`src/rtl/gpio_gen_pkg.sv`:
```
`default_nettype none
// ============================================================================
// Module   : gpio_gen_pkg
// Purpose  : Shared constants and helpers for the GPIO pattern generator.
//            Mode encodings, bounce direction encodings and the tick divider
//            ratio calculation.
// Revision : 1.0 - initial release
// ============================================================================
package gpio_gen_pkg;

  // Output mode encodings, as presented on the 2-bit mode input
  localparam logic [1:0] MODE_STATIC = 2'd0;
  localparam logic [1:0] MODE_ROTATE = 2'd1;
  localparam logic [1:0] MODE_BOUNCE = 2'd2;
  localparam logic [1:0] MODE_PWM    = 2'd3;

  // Walking-bit direction in bounce mode
  localparam logic DIR_LEFT  = 1'b0;
  localparam logic DIR_RIGHT = 1'b1;

  // Clock cycles per step period; callers must choose CLK_HZ >= TICK_HZ
  function automatic int calc_div(input int clk_hz, input int tick_hz);
    return clk_hz / tick_hz;
  endfunction

endpackage
`default_nettype wire

```
`src/rtl/gpio_tick_div.sv`:
```
`default_nettype none
// ============================================================================
// Module   : gpio_tick_div
// Purpose  : Step-rate divider. Counts enabled cycles 0..DIV-1 and flags the
//            last cycle of each period.
// Ports    : CLOCK_50 - clock
//            resetn   - asynchronous active-low reset
//            clr      - synchronous counter clear (takes priority over enable)
//            enable   - count enable; counter holds when low
//            tick     - high while the counter sits at DIV-1 and is enabled
// Revision : 1.0 - initial release
// ============================================================================
module gpio_tick_div #(
  parameter int DIV = 4
) (
  input  logic CLOCK_50,
  input  logic resetn,
  input  logic clr,
  input  logic enable,
  output logic tick
);

  localparam int             c_cnt_w = (DIV > 1) ? $clog2(DIV) : 1;
  localparam logic [c_cnt_w-1:0] c_last = c_cnt_w'(DIV - 1);

  logic [c_cnt_w-1:0] r_cnt;
  logic               w_wrap;

  // Combinational so the parent can advance its state on the same edge
  // that wraps the counter; the parent registers the visible tick.
  assign w_wrap = enable && !clr && (r_cnt == c_last);
  assign tick   = w_wrap;

  always_ff @(posedge CLOCK_50 or negedge resetn) begin
    if (!resetn) begin
      r_cnt <= '0;
    end else if (clr) begin
      r_cnt <= '0;
    end else if (enable) begin
      r_cnt <= w_wrap ? '0 : r_cnt + 1'b1;
    end
  end

endmodule
`default_nettype wire

```
`src/rtl/gpio_pattern_gen.sv`:
```
`default_nettype none
// ============================================================================
// Module   : gpio_pattern_gen
// Purpose  : GPIO output driver. Latches a mode/pattern/duty on load and
//            drives the bus as static, rotating, bouncing single bit or
//            PWM-dimmed pattern.
// Ports    : CLOCK_50 - clock
//            resetn   - asynchronous active-low reset
//            load     - latch mode, pattern and duty; clears all counters
//            mode     - 0 static, 1 rotate, 2 bounce, 3 PWM
//            pattern  - static value or rotate seed
//            duty     - PWM duty (also tracked live while in PWM mode)
//            enable   - low freezes all counters, state and outputs
//            gpio_out - registered GPIO drive
//            tick     - registered one-cycle pulse per step period
// Revision : 1.0 - initial release
// ============================================================================
module gpio_pattern_gen
  import gpio_gen_pkg::*;
#(
  parameter int GPIO_W   = 32,
  parameter int CLK_HZ   = 50000000,
  parameter int TICK_HZ  = 10,
  parameter int PWM_BITS = 8
) (
  input  logic                CLOCK_50,
  input  logic                resetn,
  input  logic                load,
  input  logic [1:0]          mode,
  input  logic [GPIO_W-1:0]   pattern,
  input  logic [PWM_BITS-1:0] duty,
  input  logic                enable,
  output logic [GPIO_W-1:0]   gpio_out,
  output logic                tick
);

  localparam int                 c_div     = calc_div(CLK_HZ, TICK_HZ);
  localparam int                 c_pos_w   = (GPIO_W > 1) ? $clog2(GPIO_W) : 1;
  localparam logic [c_pos_w-1:0] c_pos_last = c_pos_w'(GPIO_W - 1);
  localparam logic [GPIO_W-1:0]  c_bit0    = GPIO_W'(1);

  // State registers
  logic [1:0]          r_mode;
  logic [GPIO_W-1:0]   r_pat;
  logic [PWM_BITS-1:0] r_duty;
  logic [PWM_BITS-1:0] r_duty_act;
  logic [PWM_BITS-1:0] r_pwm_cnt;
  logic [c_pos_w-1:0]  r_pos;
  logic                r_dir;
  logic [GPIO_W-1:0]   r_gpio;
  logic                r_tick;

  // Next-state and output wires
  logic [1:0]          w_mode_nxt;
  logic [GPIO_W-1:0]   w_pat_nxt;
  logic [PWM_BITS-1:0] w_duty_nxt;
  logic [PWM_BITS-1:0] w_duty_act_nxt;
  logic [PWM_BITS-1:0] w_pwm_cnt_nxt;
  logic [c_pos_w-1:0]  w_pos_nxt;
  logic                w_dir_nxt;
  logic [GPIO_W-1:0]   w_gpio_nxt;
  logic [GPIO_W-1:0]   w_pat_rotl;
  logic                w_div_tick;
  logic                w_pwm_on;

  gpio_tick_div #(
    .DIV (c_div)
  ) u_tick_div (
    .CLOCK_50 (CLOCK_50),
    .resetn   (resetn),
    .clr      (load),
    .enable   (enable),
    .tick     (w_div_tick)
  );

  // Rotate-left by one; a single-bit bus rotates onto itself
  if (GPIO_W > 1) begin : g_rot_multi
    assign w_pat_rotl = {r_pat[GPIO_W-2:0], r_pat[GPIO_W-1]};
  end else begin : g_rot_single
    assign w_pat_rotl = r_pat;
  end

  // --------------------------------------------------------------------------
  // State register
  // --------------------------------------------------------------------------
  always_ff @(posedge CLOCK_50 or negedge resetn) begin
    if (!resetn) begin
      r_mode     <= MODE_STATIC;
      r_pat      <= '0;
      r_duty     <= '0;
      r_duty_act <= '0;
      r_pwm_cnt  <= '0;
      r_pos      <= '0;
      r_dir      <= DIR_LEFT;
      r_gpio     <= '0;
      r_tick     <= 1'b0;
    end else begin
      r_mode     <= w_mode_nxt;
      r_pat      <= w_pat_nxt;
      r_duty     <= w_duty_nxt;
      r_duty_act <= w_duty_act_nxt;
      r_pwm_cnt  <= w_pwm_cnt_nxt;
      r_pos      <= w_pos_nxt;
      r_dir      <= w_dir_nxt;
      // Output reflects the state held before this edge; frozen when disabled
      if (enable) begin
        r_gpio <= w_gpio_nxt;
      end
      // The divider tick is already gated by enable and load
      r_tick <= w_div_tick;
    end
  end

  // --------------------------------------------------------------------------
  // Next-state logic
  // --------------------------------------------------------------------------
  always_comb begin
    w_mode_nxt     = r_mode;
    w_pat_nxt      = r_pat;
    w_duty_nxt     = r_duty;
    w_duty_act_nxt = r_duty_act;
    w_pwm_cnt_nxt  = r_pwm_cnt;
    w_pos_nxt      = r_pos;
    w_dir_nxt      = r_dir;

    if (load) begin
      w_mode_nxt     = mode;
      w_pat_nxt      = pattern;
      w_duty_nxt     = duty;
      w_duty_act_nxt = duty;
      w_pwm_cnt_nxt  = '0;
      w_pos_nxt      = '0;
      w_dir_nxt      = DIR_LEFT;
    end else if (enable) begin
      w_pwm_cnt_nxt = r_pwm_cnt + 1'b1;
      // Adopt the pending duty only at a period boundary so no period is cut
      if (r_pwm_cnt == '1) begin
        w_duty_act_nxt = r_duty;
      end
      if (r_mode == MODE_PWM) begin
        w_duty_nxt = duty;
      end
      if (w_div_tick) begin
        if (r_mode == MODE_ROTATE) begin
          w_pat_nxt = w_pat_rotl;
        end
        // Bounce position runs in every mode; it only shows in bounce mode
        if (GPIO_W > 1) begin
          if (r_dir == DIR_LEFT) begin
            if (r_pos == c_pos_last) begin
              w_dir_nxt = DIR_RIGHT;
              w_pos_nxt = r_pos - 1'b1;
            end else begin
              w_pos_nxt = r_pos + 1'b1;
            end
          end else begin
            if (r_pos == '0) begin
              w_dir_nxt = DIR_LEFT;
              w_pos_nxt = r_pos + 1'b1;
            end else begin
              w_pos_nxt = r_pos - 1'b1;
            end
          end
        end
      end
    end
  end

  // --------------------------------------------------------------------------
  // Output decode
  // --------------------------------------------------------------------------
  assign w_pwm_on = (r_pwm_cnt < r_duty_act);

  always_comb begin
    w_gpio_nxt = r_pat;
    case (r_mode)
      MODE_STATIC: w_gpio_nxt = r_pat;
      MODE_ROTATE: w_gpio_nxt = r_pat;
      MODE_BOUNCE: w_gpio_nxt = c_bit0 << r_pos;
      MODE_PWM:    w_gpio_nxt = r_pat & {GPIO_W{w_pwm_on}};
      default:     w_gpio_nxt = r_pat;
    endcase
  end

  assign gpio_out = r_gpio;
  assign tick     = r_tick;

endmodule
`default_nettype wire

```
`config.mk`:
```
export PLATFORM = sky130hd
export DESIGN_NAME = gpio_pattern_gen
export DESIGN_NICKNAME = d
export VERILOG_FILES = /design/src/rtl/gpio_gen_pkg.sv /design/src/rtl/gpio_tick_div.sv /design/src/rtl/gpio_pattern_gen.sv
export SDC_FILE = /design/constraint.sdc
export NUM_CORES = 1
export LEC_CHECK = 0
export CAP_MARGIN = 20
export CORE_AREA = 2 2 136 138
export CTS_CLUSTER_DIAMETER = 200
export CTS_CLUSTER_SIZE = 16
export DETAILED_ROUTE_END_ITERATION = 10
export DIE_AREA = 0 0 138 140
export GPL_TIMING_DRIVEN = 0
export SLEW_MARGIN = 20
export SYNTH_ARGS = -nofsm -noshare
export SYNTH_HDL_FRONTEND = slang
export SYNTH_SLANG_ARGS = --single-unit
```
`constraint.sdc`:
```
create_clock -name CLOCK_50 -period 2.72 [get_ports CLOCK_50]
set_clock_uncertainty 0.2 [all_clocks]
set_input_delay 0.272 -clock CLOCK_50 [delete_from_list [all_inputs] [get_ports CLOCK_50]]
set_output_delay 0.272 -clock CLOCK_50 [all_outputs]
set_load 0.02 [all_outputs]
```
**Yosys cells after proc, flatten, opt, wreduce, memory -nomap -nowiden**

Index checks and enable logic that the tools add are counted.

- $add $sub $neg: 4
- Magnitude comparators: 1
- Equal/unequal tests: 6
- Shift operators: 1
- Mux-type cells: 28
- Bitwise gates (word level): 1
- Reduce and logical (&&, ||, !) cells: 15

Operators with widths:

| cell | number |
|---|---|
| 2-to-1 mux 32 bit | 4 |
| one-hot mux 32 bit (3 select lines) | 1 |
| 2-to-1 mux 23 bit | 3 |
| 2-to-1 mux 8 bit | 8 |
| bitwise AND 32 bit | 1 |
| left shift 1 x 5 -> 32 bit (first input constant) | 1 |
| 2-to-1 mux 5 bit | 6 |
| adder 23 x 1 -> 23 bit (second input constant) | 1 |
| equality test 23 bit (second input constant) | 1 |
| nonzero test 2 bit | 5 |
| adder 8 x 1 -> 8 bit (second input constant) | 1 |
| equality test 8 bit (second input constant) | 1 |
| less-than comparator 8 bit | 1 |
| 2-to-1 mux 1 bit | 6 |
| AND reduction 2 bit | 3 |
| adder 5 x 1 -> 5 bit (second input constant) | 1 |
| equality test 5 bit (second input constant) | 1 |
| zero test 5 bit | 1 |
| subtractor 5 x 1 -> 5 bit (second input constant) | 1 |
| equality test 2 bit (second input constant) | 2 |
| AND reduction 3 bit | 1 |
| equality test 2 x 1 -> 1 bit (second input constant) | 1 |
| logical AND 1 bit | 2 |
| zero test 2 bit | 1 |
| 2 further kinds | 2 |

- Register bits: 120
- Input bits: 46
- Output and inout bits: 33
- Word-level logic and storage cells: 66

**Longest topological paths before layout**

Gate-level depths: netlist of run 1.

- Depth in word-level cells: 6
- Gate-level depth with buffers: 9
- Depth with buffers taken out: 8

**Hierarchy**

A second synthesis of run 1 with hierarchy kept.

- Cell total of the unflattened synthesis: 597
- Area, all modules: 6402.4 µm²

Modules (own cells, without submodules):

| module | times used | cells each | area each (µm²) | seq. area each (µm²) |
|---|---|---|---|---|
| gpio_pattern_gen | 1 | 453 | 5034.8 | 2427.3 |
| gpio_tick_div | 1 | 144 | 1367.6 | 575.6 |

**Worst setup path before layout of run 1**

Ideal clock, no wire load.

- Kind: flip-flop to flip-flop
- Start: reg u_tick_div.r_cnt[0]
- End: reg r_pat[10]
- Library setup time: 132 ps
- Arrival: 2202 ps
- Data required time: 2388 ps
- Slack: 185 ps
- Stages on the path, launching flop included: 9
- Buffers on the path: 2
- Clock period less this slack: 2535 ps
- Cells stage by stage: dfrtp_1 -> ha_1 -> nand3_1 -> or4_4 -> buf_6 -> nor4_4 -> buf_6 -> mux2i_1 -> o21ai_1

- Cells in the longest elaborated chain, start to end: 4

Ends and longest elaborated chain:

| element | line | text |
|---|---|---|
| from (decl) | gpio_tick_div.sv:26 | `logic [c_cnt_w-1:0] r_cnt;` |
| from (signal assigned) | gpio_tick_div.sv:40 | `r_cnt <= w_wrap ? '0 : r_cnt + 1'b1;` |
| equality test 23 bit | gpio_tick_div.sv:31 | `assign w_wrap = enable && !clr && (r_cnt == c_last);` |
| logical AND 1 bit | gpio_tick_div.sv:31 |  |
| nonzero test 2 bit (no line) | - |  |
| AND reduction 3 bit (no line) | - |  |
| to (signal assigned) | gpio_pattern_gen.sv:99 | `r_pat <= w_pat_nxt;` |
| to (decl) | gpio_pattern_gen.sv:44 | `logic [GPIO_W-1:0] r_pat;` |

No other way between the ends.
A chain may end at the register's enable or synchronous reset.

**Final worst setup path of run 1**

- Start: reg u_tick_div.r_cnt[1]
- End: reg r_pos[2]

- Cells in the longest elaborated chain, start to end: 4

Ends and longest elaborated chain:

| element | line | text |
|---|---|---|
| equality test 23 bit | gpio_tick_div.sv:31 |  |
| logical AND 1 bit | gpio_tick_div.sv:31 |  |
| nonzero test 2 bit (no line) | - |  |
| AND reduction 2 bit (no line) | - |  |
| to (signal assigned) | gpio_pattern_gen.sv:103 | `r_pos <= w_pos_nxt;` |
| to (decl) | gpio_pattern_gen.sv:48 | `logic [c_pos_w-1:0] r_pos;` |

No other way between the ends.

==> out/qor.csv, run 1 <==
metric;value;unit
clk_pin_slew;60;ps
clock.fmax;0.387;GHz
async_flop_share;100;%
io_buffer_count;77;
worstMarginPinSlew;776;ps
startpoint_type;flop;
ant_nets;0;
antenna_cells;0;
dieArea;19300;um2
tritoncts_num_sinks;120;
final.period_utilization;95.0;%
drc;0;
drtIter0Drc;364;
synth_top_cell_area_share;49.2;%
post_drt_wl_per_cell;17.8;um
wl;17400;um
grt_overflow;0;
crit_type;flop to flop;
drv_slew;0;
core;17800;um2
tritoncts;built;
slowest_stage;or4_4;
synth_ff_type;dfrtp_1;
antenna_found_initial;0;
gp_congestion;0.908;
syn_nets;695;
dieWidth;138;um
firstDrtPassIters;5;
end_kind;flop;
grt_pass1_vias;5342;
peakVddDrop;0.446;mV
setup_viol;0;
cp_max_fo;8;
avgSynthCellArea;9.66;um2
chipHeight;140;um
nets;796;
yosysTopAreaCell;dfrtp_1;
critPathTopFamily;simple AND/OR/NAND/NOR gates;
area_delta_synth_final;29.4;%
powerDensity;652;nW/um2
hpwl;12500;um
fin_crit;2580;ps
synth-warning-count;0;
synth-edff-count;0;
cp.required;2880;ps
cts_buffers;17;
htree_levels;4;
layout_common_cells;120 x dfrtp_1, 76 x clkdlybuf4s50_1, 74 x nor2_1, 72 x nand2_1, 43 x mux2i_1;
worstSkewPairLatency;420;ps
synthDistinctLibCells;50;
synth_seq_area_share;49.2;%
drv_cap;0;
cp_num_buf_inv;2;
start_util;34.3;%
vias;5231;
track_usage;18.4;%
hp-class;input port to async pin;
slowest_delay;540;ps
synth.area.top_cells;dfrtp_1 49%, mux2i_1 7.0%, nor2_1 4.5%;
status;completed;
root_buffer;clkbuf_16;
p_leak;3.29;nW
power;5.15;mW
drive_gt1_share;8.45;%
rows;49;
io_pins;79;
grt_max_degree;66;
clockBufferDepth;2;
worstPathArrival;2750;ps
synthesis.area;6110;um2
ys_seq_elements;120;
setup_tns;0;ps
netlist_instances;632;
grt_setup_unrepaired;no;
num-fill-cells;1700;
relSlewSlack;47.8;%
post_drt_via_cell_ratio;5.37;
final_common_cell;dfrtp_1;
hold_violations;0;
grt_pass1_wl;28300;um
crit_path_cell_trace;ha_2 -> nand3_1 -> or4_4 -> buf_6 -> or3_1 -> buf_2 -> o31ai_2 -> a22o_1;
==> cell families after synthesis <==
| logic type | Yosys count | synth area share (%) |
|---|---|---|
| muxes | 54 | 9.08 |
| buffers and inverters | 55 | 3.89 |
| AOI/OAI and AO/OA | 127 | 12.8 |
| DFF | 120 | 49.2 |
| and+or+nand+nor | 238 | 18.6 |
| adders and majority gates | 17 | 3.48 |
| xor gates and xnor gates | 21 | 3.01 |
==> path summary, 6_finish.rpt <==
kind | startpoint | end | slack (ps) | depth (start not counted)
max | u_tick_div.r_cnt[1] | r_pos[2] | 140 | 8
max in group asynchronous | resetn | r_pwm_cnt[7] | 1420 | 3
max reg2reg | u_tick_div.r_cnt[1] | r_pos[2] | 140 | 8
min | resetn | r_pos[0] | 200 | 2
min in group CLOCK_50 | pattern[18] | r_pat[18] | 200 | 3
min reg2reg | gpio_out[9] | gpio_out[9] | 290 | 2
==> cell usage after synthesis, drive strengths merged, types with 2 or more instances <==
| library cell | n |
|---|---|
| a21boi | 2 |
| a21o | 2 |
| a21oi | 34 |
| a221o | 4 |
| a221oi | 8 |
| a22oi | 2 |
| a31oi | 2 |
| a32oi | 4 |
| and2 | 8 |
| and3 | 15 |
| and4 | 2 |
| buf | 9 |
| clkbuf | 27 |
| dfrtp | 120 |
| ha | 17 |
| inv | 19 |
| mux2 | 11 |
| mux2i | 43 |
| nand2 | 72 |
| nand2b | 4 |
| nand3 | 21 |
| nand3b | 2 |
| nand4 | 13 |
| nor2 | 74 |
| nor3 | 8 |
| nor4 | 5 |
| nor4b | 3 |
| o2111ai | 2 |
| o21ai | 43 |
| o221ai | 2 |
| o22ai | 14 |
| o31ai | 3 |
| or3 | 5 |
| or4 | 3 |
| xnor2 | 7 |
| xor2 | 14 |
==> report_power, final <==
group / switching, mW / leakage (nW) / internal, mW
registers: 0.112 / 1.51 / 1.93
clock network: 0.790 / 0.313 / 1.65
logic: 0.362 / 1.47 / 0.308
==> sequential cells by signal, indices dropped and copies added, names as in the netlist <==
| name | cells |
|---|---|
| gpio_out | 32 |
| r_pat | 32 |
| u_tick_div.r_cnt | 23 |
| r_duty | 8 |
| r_duty_act | 8 |
| r_pwm_cnt | 8 |
| r_pos | 5 |
| r_mode | 2 |
| r_dir | 1 |
| tick | 1 |
==> final cells by class <==
type	count	area [um2]	area share [%]
Buffer	36	170	2.15
Clock buffer	25	505	6.40
Clock inverter	7	138	1.74
Inverter	19	71.3	0.903
Multi-Input combinational cell	457	2890	36.6
Sequential cell	120	3000	38.0
Tap cell	229	287	3.63
Timing Repair Buffer	82	833	10.5
==> through the flow <==
| stage | instance area, um2 | worst slack [ps] | hold slack, ps | cells | utilization [%] |
|---|---|---|---|---|---|
| final | 7900 | 135 | 198 | 975 | 44.4 |
| after global routing | 7900 | 1.13 | 209 | 975 | 44.4 |
| after CTS | 7860 | 11.3 | 192 | 974 | 44.2 |
| after detailed placement | 7190 | -570 | 87.4 | 939 | 40.5 |
| after global placement | 7160 | -3560 | 275 | 938 | 40.3 |
| after floorplan | 6110 | 185 | -224 | 632 | - |
==> what timing repair did <==
item,CTS,global route
pin swaps,1,0
gates resized for setup,1,10
setup endpoints to repair,41,20
hold buffers,1,0
buffers inserted,2,0
endpoints found under the hold margin,55,0
==> metal layers <==
| layer | vias to the layer above | share of wire, % | global-route usage (%) |
|---|---|---|---|
| li1 | 2450 | - | - |
| met1 | 2590 | 45 | 24.4 |
| met2 | 165 | 49 | 29.5 |
| met3 | 26 | 4.6 | 3.49 |
| met4 | 0 | 2.1 | 8.11 |
| met5 | - | 0 | 0 |
No activity file was read; power rests on OpenSTA's default activity.
==> inputs of run 2 (changes only) <==
--- a/config.mk
+++ b/config.mk
@@ -11,7 +11,6 @@
 export CTS_CLUSTER_SIZE = 16
 export DETAILED_ROUTE_END_ITERATION = 10
 export DIE_AREA = 0 0 138 140
-export GPL_TIMING_DRIVEN = 0
 export SLEW_MARGIN = 20
 export SYNTH_ARGS = -nofsm -noshare
 export SYNTH_HDL_FRONTEND = slang
==> constraint.sdc (replaced) <==
create_clock -name CLOCK_50 -period 2.2 [get_ports CLOCK_50]
set_clock_uncertainty 0.2 [all_clocks]
set_input_delay 0.22 -clock CLOCK_50 [delete_from_list [all_inputs] [get_ports CLOCK_50]]
set_output_delay 0.22 -clock CLOCK_50 [all_outputs]
set_load 0.05 [all_outputs]
==> run 2 against run 1 <==
Against the previous run: the run now ends with negative setup slack left; combinational power up 69%; final cell count grew 4.8%; die area unchanged; setup slack got worse by 320 ps; critical path depth is 1 lower; via count up 3.1%; core utilization is 3.8 points higher; wire length is 2.1% higher; critical path type unchanged; largest cell class is now multi-input gates; highest routed layer unchanged.
==> out/qor.csv, run 2 (synthesized netlist as in run 1, its figures left out) <==
metric;value;unit;change
tritoncts;built;;
cp_max_fo;8;;unchanged
io_buffer_count;78;;+1.3%
chipHeight;140;um;unchanged
worstSkewPairLatency;420;ps;about the same
setup_ws;-188;ps;-323 ps
hpwl;11800;um;-6.3%
io_pins;79;;unchanged
hold_violations;0;;unchanged
end_kind;flop;;
clock.fmax;0.419;GHz;+8.2%
worstPathArrival;2470;ps;-280 ps
wl;17800;um;+2.1%
ant_nets;0;;unchanged
switching_power;1.76;mW;+39%
cts_buffers;17;;unchanged
root_buffer;clkbuf_16;;
crit_start;u_tick_div.r_cnt[10];;
clockBufferDepth;2;;unchanged
dieArea;19300;um2;unchanged
dieWidth;138;um;unchanged
htree_levels;4;;unchanged
status;finished with violations;;
postPlaceCellArea;7550;um2;+5.0%
tritoncts_num_sinks;120;;unchanged
peakVddDrop;0.565;mV;+27%
fin_area;8580;um2;+8.6%
hp-class;input port to async pin;;
post_drt_via_cell_ratio;5.28;;-1.6%
antenna_cells;0;;unchanged
drc;0;;unchanged
start_util;34.3;%;unchanged
slowest_delay;540;ps;about the same
clockPowerShare;41.5;%;-5.9 points
firstDrtPassIters;5;;unchanged
layout_common_cells;119 x dfrtp_1, 75 x clkdlybuf4s50_1, 73 x nor2_1, 72 x nand2_1, 71 x buf_4;;
combinationalPowerShare;18.2;%;+5.2 points
drtIter0Drc;285;;-22%
post_drt_wl_per_cell;17.4;um;-2.6%
p_leak;3.67;nW;+11%
gp_congestion;0.875;;-3.7%
worstMarginPinSlew;600;ps;-176 ps
fin_crit;2390;ps;-197 ps
antenna_found_initial;0;;unchanged
vias;5393;;+3.1%
rows;49;;unchanged
drv_slew;0;;unchanged
place_inst;972;;+3.5%
setup_viol;48;;+48
final.period_utilization;109;%;+14 points
grt_max_degree;56;;-15%
relSlewSlack;60.0;%;+12 points
final_common_cell;dfrtp_1;;
crit_type;flop to flop;;
nets;844;;+6.0%
p_int;4.48;mW;+15%
num-fill-cells;1645;;-3.2%
clk_pin_slew;60;ps;about the same
slowest_stage;or4_4;;
core;17800;um2;unchanged
grt_pass1_vias;5417;;+1.4%
fin_util;48.3;%;+3.8 points
crit_path_cell_trace;or2_1 -> or4_4 -> nor4_4 -> buf_4 -> clkbuf_16 -> mux2i_2 -> o21ai_1;;
grt_pass1_wl;27400;um;-3.4%
cp.required;2280;ps;-600 ps
violations;negative setup slack;;
swShare;28.2;%;+3.7 points
area_delta_synth_final;40.5;%;
track_usage;17.6;%;-0.76 points
p_seq_share;40.3;%;+0.7 points
grt_overflow;0;;unchanged
powerDensity;727;nW/um2;+12%
startpoint_type;flop;;
r2r_start;u_tick_div.r_cnt[10];;
grt_setup_unrepaired;yes;;
rrSetupSlack;-190;ps;-320 ps
fin_cells;1022;;+4.8%
drive_gt1_share;21.2;%;+13 points
drv_cap;0;;unchanged
-- run 2: changes by cell type in the layout (fill, tap and decap cells not counted), moves of 6 or more --
| cell | delta |
|---|---|
| buf_4 | +70 |
| clkbuf_1 | -23 |
| a221oi_1 | -8 |
| a221oi_2 | +8 |
| buf_6 | +6 |
-- run 2: final timing paths --
| path | end | cells after the start |
|---|---|---|
| min reg2reg | gpio_out[2] | 2 |
| max | r_pat[9] | 7 |
| min | gpio_out[12] | 2 |
| max reg2reg | r_pat[9] | 7 |
| min in group CLOCK_50 | r_pat[25] | 3 |
| max in group asynchronous | u_tick_div.r_cnt[7] | 3 |
-- run 2: area by class of cell --
class	instances	area, um2	area share, %
Multi-Input combinational cell	457	3110	36.2
Sequential cell	120	3000	35.0
Timing Repair Buffer	166	1560	18.2
Clock buffer	24	482	5.61
Tap cell	229	287	3.34
Inverter	19	71.3	0.831
Clock inverter	7	70.1	0.817
-- run 2: power groups by stage --
stage / logic [mW] / clock network (mW) / registers, mW
6_report: 1.13 / 2.59 / 2.52
5_1_grt: 1.22 / 2.74 / 2.53
3_5_place_dp: 1.02 / 0 / 2.54
3_3_place_gp: 1.00 / 0 / 2.54
2_1_floorplan: 0.339 / 0 / 2.78
4_1_cts: 1.03 / 2.63 / 2.51
-- run 2: routing by layer --
metal	GRT usage [%]	share of wire, %	vias to the layer above
met2	29.8	50	166
met5	0	0	-
met1	22.1	43	2646
met3	4.55	5.1	29
met4	5.64	2.4	0
li1	-	-	2552
-- run 2: critical path, delay by kind of cell, from the launching register on --
family,cells,cell delay (ps)
muxes,1,220
AOI/OAI and AO/OA,1,80
buffers and inverters,2,370
DFF,1,370
and+or+nand+nor,3,1010
-- run 2: timing repair --
action | 4_1_cts | 5_1_grt
setup endpoints to repair | 41 | 83
buffers inserted | 0 | 11
pin swaps | 0 | 26
hold buffers | 1 | 0
hold endpoints to repair | 41 | 0
gates resized for setup | 3 | 67
cloned | 0 | 7
-- run 2: through the flow --
| step | worst slack [ps] | hold WS (ps) | power [mW] | TNS (ps) |
|---|---|---|---|---|
| floorplan | -242 | -276 | 3.11 | -7570 |
| finish | -188 | 146 | 6.24 | -5340 |
| detailed placement | -186 | 62.6 | 3.56 | -5290 |
| global route | -304 | 162 | 6.49 | -11120 |
| CTS | -180 | 145 | 6.16 | -5050 |
| global placement | -135 | 52.5 | 3.54 | -3680 |
==> inputs of run 3 (changes only) <==
--- a/config.mk
+++ b/config.mk
@@ -11,6 +11,7 @@
 export CTS_CLUSTER_SIZE = 16
 export DETAILED_ROUTE_END_ITERATION = 10
 export DIE_AREA = 0 0 138 140
+export SKIP_CTS_REPAIR_TIMING = 1
 export SLEW_MARGIN = 20
 export SYNTH_ARGS = -nofsm -noshare
 export SYNTH_HDL_FRONTEND = slang
==> run 3 against run 2 <==
Against the previous run: the run still ends with negative setup slack left; sequential share of layout area is essentially flat; via count is essentially flat; setup slack lost 8.9 ps; die area is the same; final cell count shrank 0.39%; core utilization is essentially flat; flip-flop and latch count is the same; combinational power is essentially flat; cell area is essentially flat; highest routed layer unchanged.
==> out/qor.csv, run 3 (synthesized netlist as in run 1, its figures left out) <==
metric;value;unit;change
violations;negative setup slack;;
worstReg2RegEnd;r_pat[9];;
startpoint_type;flop;;
area_delta_synth_final;40.4;%;about the same
cp_max_fo;8;;unchanged
ff2ff_path_depth;7;;unchanged
gp_congestion;0.875;;unchanged
final_common_cell;dfrtp_1;;
dieArea;19300;um2;unchanged
drtIter0Drc;358;;+26%
num-fill-cells;1639;;-0.36%
grt_pass1_wl;27300;um;-0.20%
clockBufferDepth;2;;unchanged
post_drt_via_cell_ratio;5.30;;+0.37%
hp-class;input port to async pin;;
grt_setup_unrepaired;yes;;
place_ws;-186;ps;unchanged
antenna_found_initial;0;;unchanged
io_buffer_count;78;;unchanged
p_leak;3.66;nW;-0.21%
grt_overflow;0;;unchanged
end_kind;flop;;
start_util;34.3;%;unchanged
wl;17700;um;-0.15%
antenna_cells;0;;unchanged
crit_type;flop to flop;;
hpwl;11800;um;unchanged
final.period_utilization;109;%;+0.40 points
rows;49;;unchanged
io_pins;79;;unchanged
tritoncts_num_sinks;120;;unchanged
cts_buffers;17;;unchanged
clk_pin_slew;60;ps;about the same
power;6.25;mW;+0.12%
drc;0;;unchanged
hold_violations;0;;unchanged
status;finished with violations;;
r2r_start;u_tick_div.r_cnt[10];;
clock.fmax;0.417;GHz;-0.37%
track_usage;17.6;%;-0.022 points
drive_gt1_share;21.2;%;about the same
fin_crit;2400;ps;+8.88 ps
tritoncts;built;;
root_buffer;clkbuf_16;;
htree_levels;4;;unchanged
setup_tns;-5170;ps;+177 ps
core;17800;um2;unchanged
worstPathArrival;2480;ps;about the same
post_drt_wl_per_cell;17.4;um;+0.25%
vias;5392;;-0.019%
grt_max_degree;56;;unchanged
drv_cap;0;;unchanged
powerDensity;728;nW/um2;+0.19%
worstMarginPinSlew;594;ps;-5.56 ps
nets;840;;-0.47%
setup_ws;-197;ps;-8.88 ps
ant_nets;0;;unchanged
firstDrtPassIters;4;;-1
worstSkewPairLatency;420;ps;about the same
setup_viol;42;;-13%
layout_common_cells;118 x dfrtp_1, 75 x clkdlybuf4s50_1, 73 x nor2_1, 72 x nand2_1, 69 x buf_4;;
peakVddDrop;0.569;mV;+0.62%
chipHeight;140;um;unchanged
fin_util;48.2;%;about the same
drv_slew;0;;unchanged
grt_pass1_vias;5405;;-0.22%
relSlewSlack;60.4;%;+0.37 points
cp.required;2280;ps;about the same
rrSetupSlack;-200;ps;about the same
dieWidth;138;um;unchanged
-- run 3: area by class of cell --
class / count / area (um2) / share of cell area, %
timing repair buffer: 162 / 1540 / 18.0
clock inverter: 7 / 70.1 / 0.817
sequential: 120 / 3010 / 35.1
tap: 229 / 287 / 3.34
inverter: 19 / 71.3 / 0.832
multi-input combinational: 457 / 3120 / 36.3
clock buffer: 24 / 482 / 5.62
-- run 3: power by group --
| group | leakage [nW] | switching, mW | internal [mW] | total [mW] |
|---|---|---|---|---|
| registers | 1.51 | 0.134 | 2.38 | 2.52 |
| logic | 1.88 | 0.671 | 0.463 | 1.13 |
| clock network | 0.270 | 0.965 | 1.63 | 2.60 |
-- run 3: routing by layer --
| layer | share of wire, % | vias to the layer above | wire [um] | track usage (%) |
|---|---|---|---|---|
| met5 | 0 | - | 0 | 0 |
| met4 | 2.4 | 0 | 425 | 5.64 |
| met3 | 5.2 | 31 | 915 | 4.58 |
| met2 | 50 | 175 | 8790 | 29.7 |
| met1 | 43 | 2648 | 7610 | 22.1 |
| li1 | - | 2538 | - | - |
-- run 3: critical path, stage by stage, from the launching register on --
cell	delay (ps)
dfrtp_1	370
or2_1	240
or4_4	540
nor4_4	240
buf_4	190
clkbuf_16	180
mux2i_2	210
o21ai_1	80
-- run 3: worst max-delay path by stage --
stage                     cells after the start                  from        end  slack, ps
final                                         7  u_tick_div.r_cnt[10]   r_pat[9]       -200
after CTS                                     5  u_tick_div.r_cnt[12]  r_pat[19]       -190
after global placement                        6  u_tick_div.r_cnt[10]  r_pat[14]       -140
after floorplan                               7  u_tick_div.r_cnt[15]  r_pat[10]       -240
after global routing                          8   u_tick_div.r_cnt[1]  r_pat[14]       -300
after detailed placement                      5  u_tick_div.r_cnt[12]  r_pat[19]       -190
-- run 3: stage by stage --
step / cells / area (um2) / hold WS [ps]
2_1_floorplan: 632 / 6130 / -276
3_3_place_gp: 972 / 7550 / 52.5
3_5_place_dp: 972 / 7550 / 62.6
4_1_cts: 1003 / 8110 / -378
5_1_grt: 1018 / 8570 / 162
6_report: 1018 / 8570 / 147
